## config.mk

```make
export PLATFORM = sky130hd
export DESIGN_NAME = tqvp_vga_capture
export DESIGN_NICKNAME = d
export VERILOG_FILES = /design/src/rtl/tqvp_vga_capture.sv
export SDC_FILE = /design/constraint.sdc
export NUM_CORES = 1
export LEC_CHECK = 0
export ABC_AREA = 1
export CORE_UTILIZATION = 32
export CTS_CLUSTER_SIZE = 14
export DETAILED_ROUTE_END_ITERATION = 8
export PLACE_DENSITY_LB_ADDON = 0.2
export SLEW_MARGIN = 20
export SYNTH_ARGS = -nofsm -noshare
export SYNTH_HDL_FRONTEND = slang
export SYNTH_SLANG_ARGS = --single-unit
export TNS_END_PERCENT = 5
```

## constraint.sdc

```tcl
create_clock -name clk -period 4.25 [get_ports clk]
set_input_delay 1.0625 -clock clk [delete_from_list [all_inputs] [get_ports clk]]
set_output_delay 1.0625 -clock clk [all_outputs]
set_load 0.02 [all_outputs]
```

## src/rtl/tqvp_vga_capture.sv

```systemverilog
// VGA-stream frame grabber for TinyQV: samples a 1-bit pixel stream into a COLSxROWS bitmap.
// Optional hsync-period / lines-per-frame measurement registers under VGA_CAP_MEASURE_EN.
module tqvp_vga_capture #(
    parameter int PIXEL_COUNT     = 320,
    parameter int COLS            = 20,
    parameter int ROWS            = 16,
    parameter bit SYNC_ACTIVE_LOW = 1'b1
) (
    input  logic        clk,
    input  logic        rst,
    input  logic [7:0]  ui_in,
    output logic [7:0]  uo_out,
    input  logic [5:0]  address,
    input  logic [31:0] data_in,
    input  logic [1:0]  data_write_n,
    input  logic [1:0]  data_read_n,
    output logic [31:0] data_out,
    output logic        data_ready,
    output logic        user_interrupt
);

    localparam int   COL_W   = $clog2(COLS);
    localparam int   ROW_W   = $clog2(ROWS);
    localparam int   IDX_W   = $clog2(PIXEL_COUNT);
    localparam int   WORDS   = PIXEL_COUNT / 32;
    localparam logic ACT_LVL = SYNC_ACTIVE_LOW ? 1'b0 : 1'b1;

    typedef enum logic [1:0] {
        S_IDLE      = 2'd0,
        S_WAIT_VS   = 2'd1,
        S_WAIT_LINE = 2'd2,
        S_CAPTURE   = 2'd3
    } state_t;

    typedef struct packed {
        logic [9:0] hstart;
        logic [6:0] xdiv;
        logic [9:0] vstart;
        logic [6:0] ydiv;
    } cfg_t;

    cfg_t             cfg_q;
    state_t           state_q, state_d;
    logic [ROW_W-1:0] row_q, row_d;
    logic [COL_W-1:0] col_q, col_d, scol;
    logic [9:0]       skip_q, skip_d;
    logic [9:0]       cnt_q, cnt_d;
    logic             done_q, done_d;
    logic             irq_q;
    logic             sample;
    logic [IDX_W-1:0] px_idx;
    logic [PIXEL_COUNT-1:0] vram;

    logic wr_en, ctrl_wr, arm;
    logic hs_act, vs_act, hs_prev, vs_prev, hs_edge, vs_edge;
    logic pixel;
    logic [9:0]  meas_h, meas_v;
    logic [31:0] rd_data;
    logic        unused_ok;

    assign uo_out     = 8'd0;
    assign data_ready = 1'b1;
    assign user_interrupt = irq_q;
    assign unused_ok  = &{1'b0, ui_in[7:3], data_in[31:10]};

    assign wr_en   = (data_write_n != 2'b11);
    assign ctrl_wr = wr_en && (address == 6'h30);
    assign arm     = ctrl_wr && data_in[0];

    // ---------------- sync trailing-edge detection ----------------
    assign hs_act  = (ui_in[0] == ACT_LVL);
    assign vs_act  = (ui_in[1] == ACT_LVL);
    assign pixel   = ui_in[2];
    assign hs_edge = hs_prev & ~hs_act;
    assign vs_edge = vs_prev & ~vs_act;

    always_ff @(posedge clk) begin
        if (rst) begin
            hs_prev <= 1'b0;
            vs_prev <= 1'b0;
        end else begin
            hs_prev <= hs_act;
            vs_prev <= vs_act;
        end
    end

    // ---------------- config registers ----------------
    always_ff @(posedge clk) begin
        if (rst) begin
            cfg_q.hstart <= 10'd0;
            cfg_q.xdiv   <= 7'd56;
            cfg_q.vstart <= 10'd0;
            cfg_q.ydiv   <= 7'd47;
        end else if (wr_en) begin
            case (address)
                6'h31: cfg_q.hstart <= data_in[9:0];
                6'h32: cfg_q.xdiv   <= data_in[6:0];
                6'h33: cfg_q.vstart <= data_in[9:0];
                6'h34: cfg_q.ydiv   <= data_in[6:0];
                default: ;
            endcase
        end
    end

    // ---------------- capture FSM ----------------
    always_ff @(posedge clk) begin
        if (rst) begin
            state_q <= S_IDLE;
            row_q   <= '0;
            col_q   <= '0;
            skip_q  <= '0;
            cnt_q   <= '0;
            done_q  <= 1'b0;
        end else begin
            state_q <= state_d;
            row_q   <= row_d;
            col_q   <= col_d;
            skip_q  <= skip_d;
            cnt_q   <= cnt_d;
            done_q  <= done_d;
        end
    end

    always_comb begin
        state_d = state_q;
        row_d   = row_q;
        col_d   = col_q;
        skip_d  = skip_q;
        cnt_d   = cnt_q;
        done_d  = done_q;
        sample  = 1'b0;
        scol    = col_q;
        case (state_q)
            S_IDLE: ;
            S_WAIT_VS: begin
                if (vs_edge) begin
                    row_d   = '0;
                    skip_d  = cfg_q.vstart;
                    state_d = S_WAIT_LINE;
                end
            end
            S_WAIT_LINE: begin
                if (vs_edge) begin
                    state_d = S_IDLE;
                end else if (hs_edge) begin
                    if (skip_q == 10'd0) begin
                        col_d   = '0;
                        state_d = S_CAPTURE;
                        // A zero start offset samples in the edge cycle itself
                        if (cfg_q.hstart == 10'd0) begin
                            sample = 1'b1;
                            scol   = '0;
                        end else begin
                            cnt_d = cfg_q.hstart - 10'd1;
                        end
                    end else begin
                        skip_d = skip_q - 10'd1;
                    end
                end
            end
            S_CAPTURE: begin
                if (vs_edge) begin
                    state_d = S_IDLE;
                end else if (hs_edge) begin
                    // Line ended early: leave the row partial and treat this edge as consumed
                    row_d   = row_q + ROW_W'(1);
                    skip_d  = 10'(cfg_q.ydiv);
                    state_d = S_WAIT_LINE;
                end else if (cnt_q == 10'd0) begin
                    sample = 1'b1;
                end else begin
                    cnt_d = cnt_q - 10'd1;
                end
            end
            default: state_d = S_IDLE;
        endcase

        if (sample) begin
            cnt_d = 10'(cfg_q.xdiv);
            col_d = scol + COL_W'(1);
            if (scol == COL_W'(COLS - 1)) begin
                if (row_q == ROW_W'(ROWS - 1)) begin
                    state_d = S_IDLE;
                    done_d  = 1'b1;
                end else begin
                    row_d   = row_q + ROW_W'(1);
                    skip_d  = 10'(cfg_q.ydiv);
                    state_d = S_WAIT_LINE;
                end
            end
        end

        // Any CTRL access acknowledges; it outranks a completing frame
        if (ctrl_wr) done_d = 1'b0;
        if (arm)     state_d = S_WAIT_VS;
    end

    assign px_idx = IDX_W'(row_q) * IDX_W'(COLS) + IDX_W'(scol);

    always_ff @(posedge clk) begin
        if (sample) vram[px_idx] <= pixel;
    end

    always_ff @(posedge clk) begin
        if (rst)          irq_q <= 1'b0;
        else if (ctrl_wr) irq_q <= 1'b0;
        else if (done_q)  irq_q <= 1'b1;
    end

    // ---------------- measurement ----------------
`ifdef VGA_CAP_MEASURE_EN
    logic [9:0] hcnt_q, line_q, hperiod_q, vlines_q;

    // hcnt lags the true clock count by one, hence the +1 when latching
    always_ff @(posedge clk) begin
        if (rst) begin
            hcnt_q    <= '0;
            line_q    <= '0;
            hperiod_q <= '0;
            vlines_q  <= '0;
        end else begin
            if (hs_edge) begin
                hcnt_q    <= '0;
                hperiod_q <= (hcnt_q == 10'h3FF) ? 10'h3FF : hcnt_q + 10'd1;
            end else if (hcnt_q != 10'h3FF) begin
                hcnt_q <= hcnt_q + 10'd1;
            end
            if (vs_edge) begin
                line_q   <= '0;
                vlines_q <= line_q;
            end else if (hs_edge && line_q != 10'h3FF) begin
                line_q <= line_q + 10'd1;
            end
        end
    end

    assign meas_h = hperiod_q;
    assign meas_v = vlines_q;
`else
    assign meas_h = 10'd0;
    assign meas_v = 10'd0;
`endif

    // ---------------- read path ----------------
    always_comb begin
        rd_data = 32'd0;
        if (address[5:2] < 4'(WORDS)) begin
            rd_data = vram[{address[5:2], 5'b0} +: 32];
        end else begin
            case (address)
                6'h31: rd_data = {22'd0, cfg_q.hstart};
                6'h32: rd_data = {25'd0, cfg_q.xdiv};
                6'h33: rd_data = {22'd0, cfg_q.vstart};
                6'h34: rd_data = {25'd0, cfg_q.ydiv};
                6'h38: rd_data = {29'd0, state_q, done_q};
                6'h3C: rd_data = {22'd0, meas_h};
                6'h3D: rd_data = {22'd0, meas_v};
                default: rd_data = 32'd0;
            endcase
        end
    end

    assign data_out = (data_read_n != 2'b11) ? rd_data : 32'd0;

endmodule

```

# Word level (Yosys, flattened, before mapping)
# Cells that the tools add are included.
[totals] out_inout_bits=42 reg_bits=389 word_cells=142
[op_classes] n_mul=1 mux=61 n_shift=1 n_bitwise=4 n_lt_le_gt_ge=3 reduce_logical=22 n_eq_ne=28 add_sub_neg=6
[ops] op="bitwise mux 320 bit" n=1
[ops] op="variable part select 320 x 10 -> 32 bit" n=1
[ops] op="two-way mux 10 bit" n=16
[ops] op="two-way mux 32 bit" n=2
[ops] op="two-way mux 5 bit" n=10
[ops] op="one-hot mux 10 bit (5 select lines)" n=1
[ops] op="== test 6 bit, second input constant" n=6
[ops] op="logical NOT 10 bit" n=3
[ops] op="one-hot mux 10 bit (3 select lines)" n=1
[ops] op="subtractor 10 x 1 -> 10 bit, second input constant" n=3
[ops] op="two-way mux 4 bit" n=6
[ops] op="!= test 3 bit, second input constant" n=7
[ops] op="!= test 2 bit, second input constant" n=10
[ops] op="one-hot mux 10 bit (2 select lines)" n=1
[ops] op="two-way mux 2 bit" n=9
[ops] op="AND reduction 8 bit" n=2
[ops] op="less-than comparator 9 x 10 -> 1 bit, second input constant" n=1
[ops] op="adder 9 x 5 -> 9 bit" n=1
[ops] op="demux 1 bit (select 9 bit)" n=1
[ops] op="greater-or-equal comparator 9 x 1 -> 1 bit, second input constant" n=1
[ops] op="two-way mux 1 bit" n=9
[ops] op="one-hot mux 4 bit (2 select lines)" n=1
[ops] op="AND reduction 2 bit" n=4
[ops] op="nonzero test 2 bit" n=4
[ops] op="18 further kinds" n=25

# Logic depth before layout (Yosys ltp)
[depth] ltp_word=12 ltp_mapped=18 depth_no_buf=17

# Worst setup path before layout
# OpenSTA, ideal clock, no wires.
[synth_path] path_type="input to register" from="input ui_in[0]" to="register vram[192], enable pin" setup_time_ps=298 slack_ps=294 arrival_time_ps=3657 stages=18 t_required_ps=3952 path_buffers=1 cell_sequence="nand2_1 > inv_1 > nand2_1 > nor3_2 > nand3_2 > nand2_1 > inv_1 > ha_1 > fa_1 > nand2_1 > a21oi_2 > nand3_1 > xor2_1 > nand2_1 > nor2_2 > nand2_2 > buf_2 > nor2_1"
[synth_between] elab_chain_cells=4 elab_cells_between_ends=6 cone_classes="mux (5); bitwise (1)"
[synth_lines] element="from (decl)" line="11" source="input logic [7:0] ui_in,"
[synth_lines] element="bitwise AND 1 bit *" line="74" source="assign hs_edge = hs_prev & ~hs_act;"
[synth_lines] element="two-way mux 1 bit, on equally long branches" line="164, 145"
[synth_lines] element="two-way mux 1 bit, on equally long branches" line="162, 143"
[synth_lines] element="one-hot mux 1 bit (2 select lines) *" line="133" source="case (state_q)"
[synth_lines] element="to (signal, indexed assignment)" line="201" source="if (sample) vram[px_idx] <= pixel;"
[synth_lines] element="to (decl)" line="52" source="logic [PIXEL_COUNT-1:0] vram;"
# Every way passes the cells marked *; elsewhere a longest branch is shown, timed or not.
# A chain may end at the register's enable or synchronous reset.

# Final worst setup path
[layout_path] from="input address[2]" to="output data_out[17]"
[layout_between] elab_chain_cells=3 elab_cells_between_ends=4 cone_classes="order compare (1); shift (1); mux (2)"
[layout_lines] element="from (decl)" line="13" source="input logic [5:0] address,"
[layout_lines] element="variable part select 320 x 10 -> 32 bit or less-than comparator 4 bit (tied branches)" line="248, 247"
[layout_lines] element="two-way mux 32 bit *" line="247" source="if (address[5:2] < 4'(WORDS)) begin"
[layout_lines] element="two-way mux 32 bit *" line="263" source="assign data_out = (data_read_n != 2'b11) ? rd_data : 32'd0;"
[layout_lines] element="to (decl)" line="17" source="output logic [31:0] data_out,"
# Marked as above.

==> results.md <==
* GPL Wtd Cong at 0.8811
* Max FO, Critical Path at 24
* Setup repair after global routing missed its margin: true
* Site Rows at 87
* Routed via count at 14818
* Layout Nets at 2159
* Post-route total power at 8.478 mW
* Global-route wire length before repair at 87.40 mm
* Average instance area after synthesis at 9.392 µm²
* Power dissipated by switching net loads at 1.959 mW
* Cell-internal power at 6.520 mW
* Leading cell types in the layout, fill and taps excluded: sky130_fd_sc_hd__nor2_1, sky130_fd_sc_hd__edfxtp_1, sky130_fd_sc_hd__nand2_1, sky130_fd_sc_hd__o21ai_0, sky130_fd_sc_hd__buf_4
* Layout Utilization at 39.64%
* Drt total wl at 57.29 mm
* Count of state elements after synthesis at 389
* Power per Cell Area at 378.6 nW/µm²
* Longest individual stage delay on the worst path at 0.53 ns
* Cell at the root of the clock tree: sky130_fd_sc_hd__clkbuf_16
* Critical setup path kind: input pin to primary output
* Overflow left after global routing at 0
* Pin count of the biggest net entering global routing at 127
* Share of flip-flops with an asynchronous set or reset at 0%
* CTS tree: done
* Boundary pin count at 94
* Synthesis-to-layout area growth at 21.96%
* Element type at the critical path start: input pin
* Clk buf depth at 3
* Slew Limit Headroom at 46.90%
* Count of mapped cells out of synthesis at 1955
* Synthesized cell area at 18360 µm²
* Clock-pin slew of the registers on the worst-case setup and hold paths at 0.06 ns
* Die ar. at 58340 µm²
* Fin. Hold Viols at 0
* Run status: completed
* DRT Pass-1 Iters at 5
* Number of warnings reported in the yosys synthesis log at 0
* Top FF cell, synth: sky130_fd_sc_hd__edfxtp_1
* Setup violators final at 0
* Kind of capture point of the worst setup path: primary output
* Buf+Inv Stages, Crit Path at 6
* Number of buffers added by the clock tree synthesis step at 46
* Vias in the first global route at 14524
* Cell mode on critical path: sky130_fd_sc_hd__inv_2
* Antenna Cells at 0
* Type of the worst min-delay path: flop to flop
* Comb pwr share at 7.1%
* Portion of total power attributed to sequential cells at 48.7%
* Max-capacitance violation count at 0
* Clock sink count at 389
* HPWL Detailed at 36.36 mm
* Static leakage power at 7.975 nW
* Final worst-path cycle share at 98.60%
* Routed len/inst at 19.91 µm
* Cell chain of the critical path: buf_2, inv_2, nand2_2, inv_2, buf_12, a221oi_1, o21ai_0, nand3_1, a21oi_1, buf_4, clkdlybuf4s50_1
* Share of post-route cells with drive strength above 1 at 12.49%
* Reg area at 10990 µm²
* Die span in y at 241.5 µm
* Worst-case clock skew at 0.02797 ns
* Worst path slowest cell: sky130_fd_sc_hd__clkdlybuf4s50_1
* Number of pins with negative max-slew slack in the final report at 0
* Measured slew at the worst slew-check pin at 0.7946 ns
* Most common library cell in the layout ignoring fill and taps: sky130_fd_sc_hd__nor2_1
* Final setup TNS at 0 ns
* Worst vdd rail ir drop at 0.0002453 V
* Detail-routed via count per cell at 5.151
* Port Buf Inserts at 57
* H-tree level count at 2
* Number of antenna violations at the first check in global routing at 0
* Arrival time of data at the critical path endpoint at 3.13 ns
* Remaining antenna violation count after routing at 0
* Initial cell density of the core at 32.50%
* Switching power share of the total at 23.10%
* Category of cells accounting for the largest share of critical-path delay: buffers and inverters
* Clock share of power at 44.1%
* Unique cell type count in the Yosys netlist at 44
* Period minus WS final at 4.191 ns
* Filler cell count in the final layout at 5607
* Max Clk Rate at 238.6 MHz
* Post-route DRC violation count at 0
* Post CTS Setup Buffer Count at 0
* Hold-fix buffer count after cts at 0
* Sequential area share after synthesis at 59.86%
* Required arrival time at the worst endpoint at 3.19 ns
* All-layer global routing usage at 19.41%
* Core ar. at 56500 µm²
* Number of flops mapped to enable cells by yosys at 320
* 1st-iter DRT viols at 1313
* Chip width at 241.5 µm
* Clock Latency Late Sink at 0.58 ns
* Area of combinational cells with multiple inputs at 6437 µm²
registers in the layout, summed over array words and instances, names as in the netlist:
register,flops
vram,320
cfg_q,34
cnt_q,10
skip_q,10
col_q,5
row_q,4
state_q,2
done_q,1
hs_prev,1
user_interrupt,1
vs_prev,1
worst register-to-register path, stage by stage, from the launching register on:
cell                      delay (ns)
sky130_fd_sc_hd__dfxtp_1        0.35
sky130_fd_sc_hd__inv_1          0.15
sky130_fd_sc_hd__ha_1           0.22
sky130_fd_sc_hd__nand3_1        0.12
sky130_fd_sc_hd__nor3_2         0.25
sky130_fd_sc_hd__nand3_2        0.14
sky130_fd_sc_hd__nand2_1        0.12
sky130_fd_sc_hd__inv_1          0.05
sky130_fd_sc_hd__ha_1           0.20
sky130_fd_sc_hd__fa_1           0.40
sky130_fd_sc_hd__nand2_1        0.10
sky130_fd_sc_hd__a21oi_2        0.07
sky130_fd_sc_hd__nand3_1        0.11
sky130_fd_sc_hd__xor2_2         0.20
sky130_fd_sc_hd__nand2_1        0.12
sky130_fd_sc_hd__nor2_2         0.22
sky130_fd_sc_hd__nand2_1        0.09
sky130_fd_sc_hd__buf_4          0.22
sky130_fd_sc_hd__nor2_1         0.15
repair_timing:
action / 4_1_cts / 5_1_grt
gates cloned: 0 / 1
endpoints found under the setup margin: 32 / 194
pin swaps: 0 / 1
gates resized for setup: 21 / 21
stage by stage:
stage | cell area (µm²) | worst slack [ns] | hold slack, ns | cells
after floorplan | 18390 | 0.2942 | 0.4396 | 1962
after CTS | 22320 | -0.01920 | 0.4816 | 2876
after global routing | 22390 | -0.05013 | 0.5106 | 2877
final | 22390 | 0.05937 | 0.4849 | 2877
after detailed placement | 20910 | -0.4531 | 0.4685 | 2797
after global placement | 20910 | -0.4350 | 0.4653 | 2797
power by group through the flow:
stage / clock network, mW / registers [mW] / logic, mW
after floorplan: 0 / 4.21 / 0.290
after global placement: 0 / 4.21 / 0.601
after detailed placement: 0 / 4.21 / 0.604
after CTS: 3.81 / 4.13 / 0.602
after global routing: 3.95 / 4.13 / 0.653
final: 3.74 / 4.13 / 0.603
synthesized netlist by cell type, drive strengths merged, types with 2 or more instances:
cell / count / share of area, %
nor2: 513 / 11
edfxtp: 320 / 52
nand2: 260 / 5.4
o21ai: 180 / 4.9
inv: 109 / 2.2
a21oi: 91 / 2.5
nand3: 89 / 2.5
buf: 73 / 2.1
dfxtp: 69 / 7.5
clkbuf: 58 / 1.2
a221oi: 45 / 2.1
a22o: 22 / 1.0
o221ai: 17 / 0.81
ha: 15 / 1.0
o211ai: 15 / 0.61
nor3: 14 / 0.44
xor2: 14 / 0.67
o22ai: 13 / 0.44
nand4: 12 / 0.41
a22oi: 4 / 0.16
clkinv: 4 / 0.082
a211oi: 2 / 0.082
and3: 2 / 0.068
conb: 2 / 0.041
fa: 2 / 0.22
or2: 2 / 0.068
xnor2: 2 / 0.095
path summary, 6_finish.rpt:
check             start        endpoint  slack, ns  cells after the start
min reg2reg      done_q  user_interrupt       0.48                      2
min              done_q  user_interrupt       0.48                      2
max          address[2]    data_out[17]       0.06                     11
max reg2reg   skip_q[0]       vram[166]       0.66                     18
layout make-up:
type / count / area share, %
multi-input combinational: 1329 / 28.75
clock buffer: 59 / 5.403
clock inverter: 20 / 0.8269
timing repair buffer: 211 / 9.817
inverter: 113 / 1.905
sequential: 389 / 49.08
tap: 756 / 4.224
routing by layer:
metal | vias to the layer above | wire length [µm] | track usage [%] | part of all wire, %
met3 | 75 | 3257 | 2.586 | 5.7
met2 | 432 | 27120 | 32.01 | 47
met1 | 7317 | 25640 | 26.61 | 45
met5 | - | 0 | 0 | 0
li1 | 6994 | - | - | -
met4 | 0 | 1272 | 5.489 | 2.2
kinds of logic after synthesis:
group                    count (synthesis)  share of synthesized area (%)
other                                    2                        0.04090
flip-flops                             389                          59.86
AND/OR/NAND/NOR                        893                          19.60
adder cells (fa/ha/maj)                 17                          1.240
AO/OA/AOI/OAI                          394                          12.94
buffers and inverters                  244                          5.560
XOR/XNOR                                16                         0.7632
Note: power is estimated with default switching activity, not from simulation.
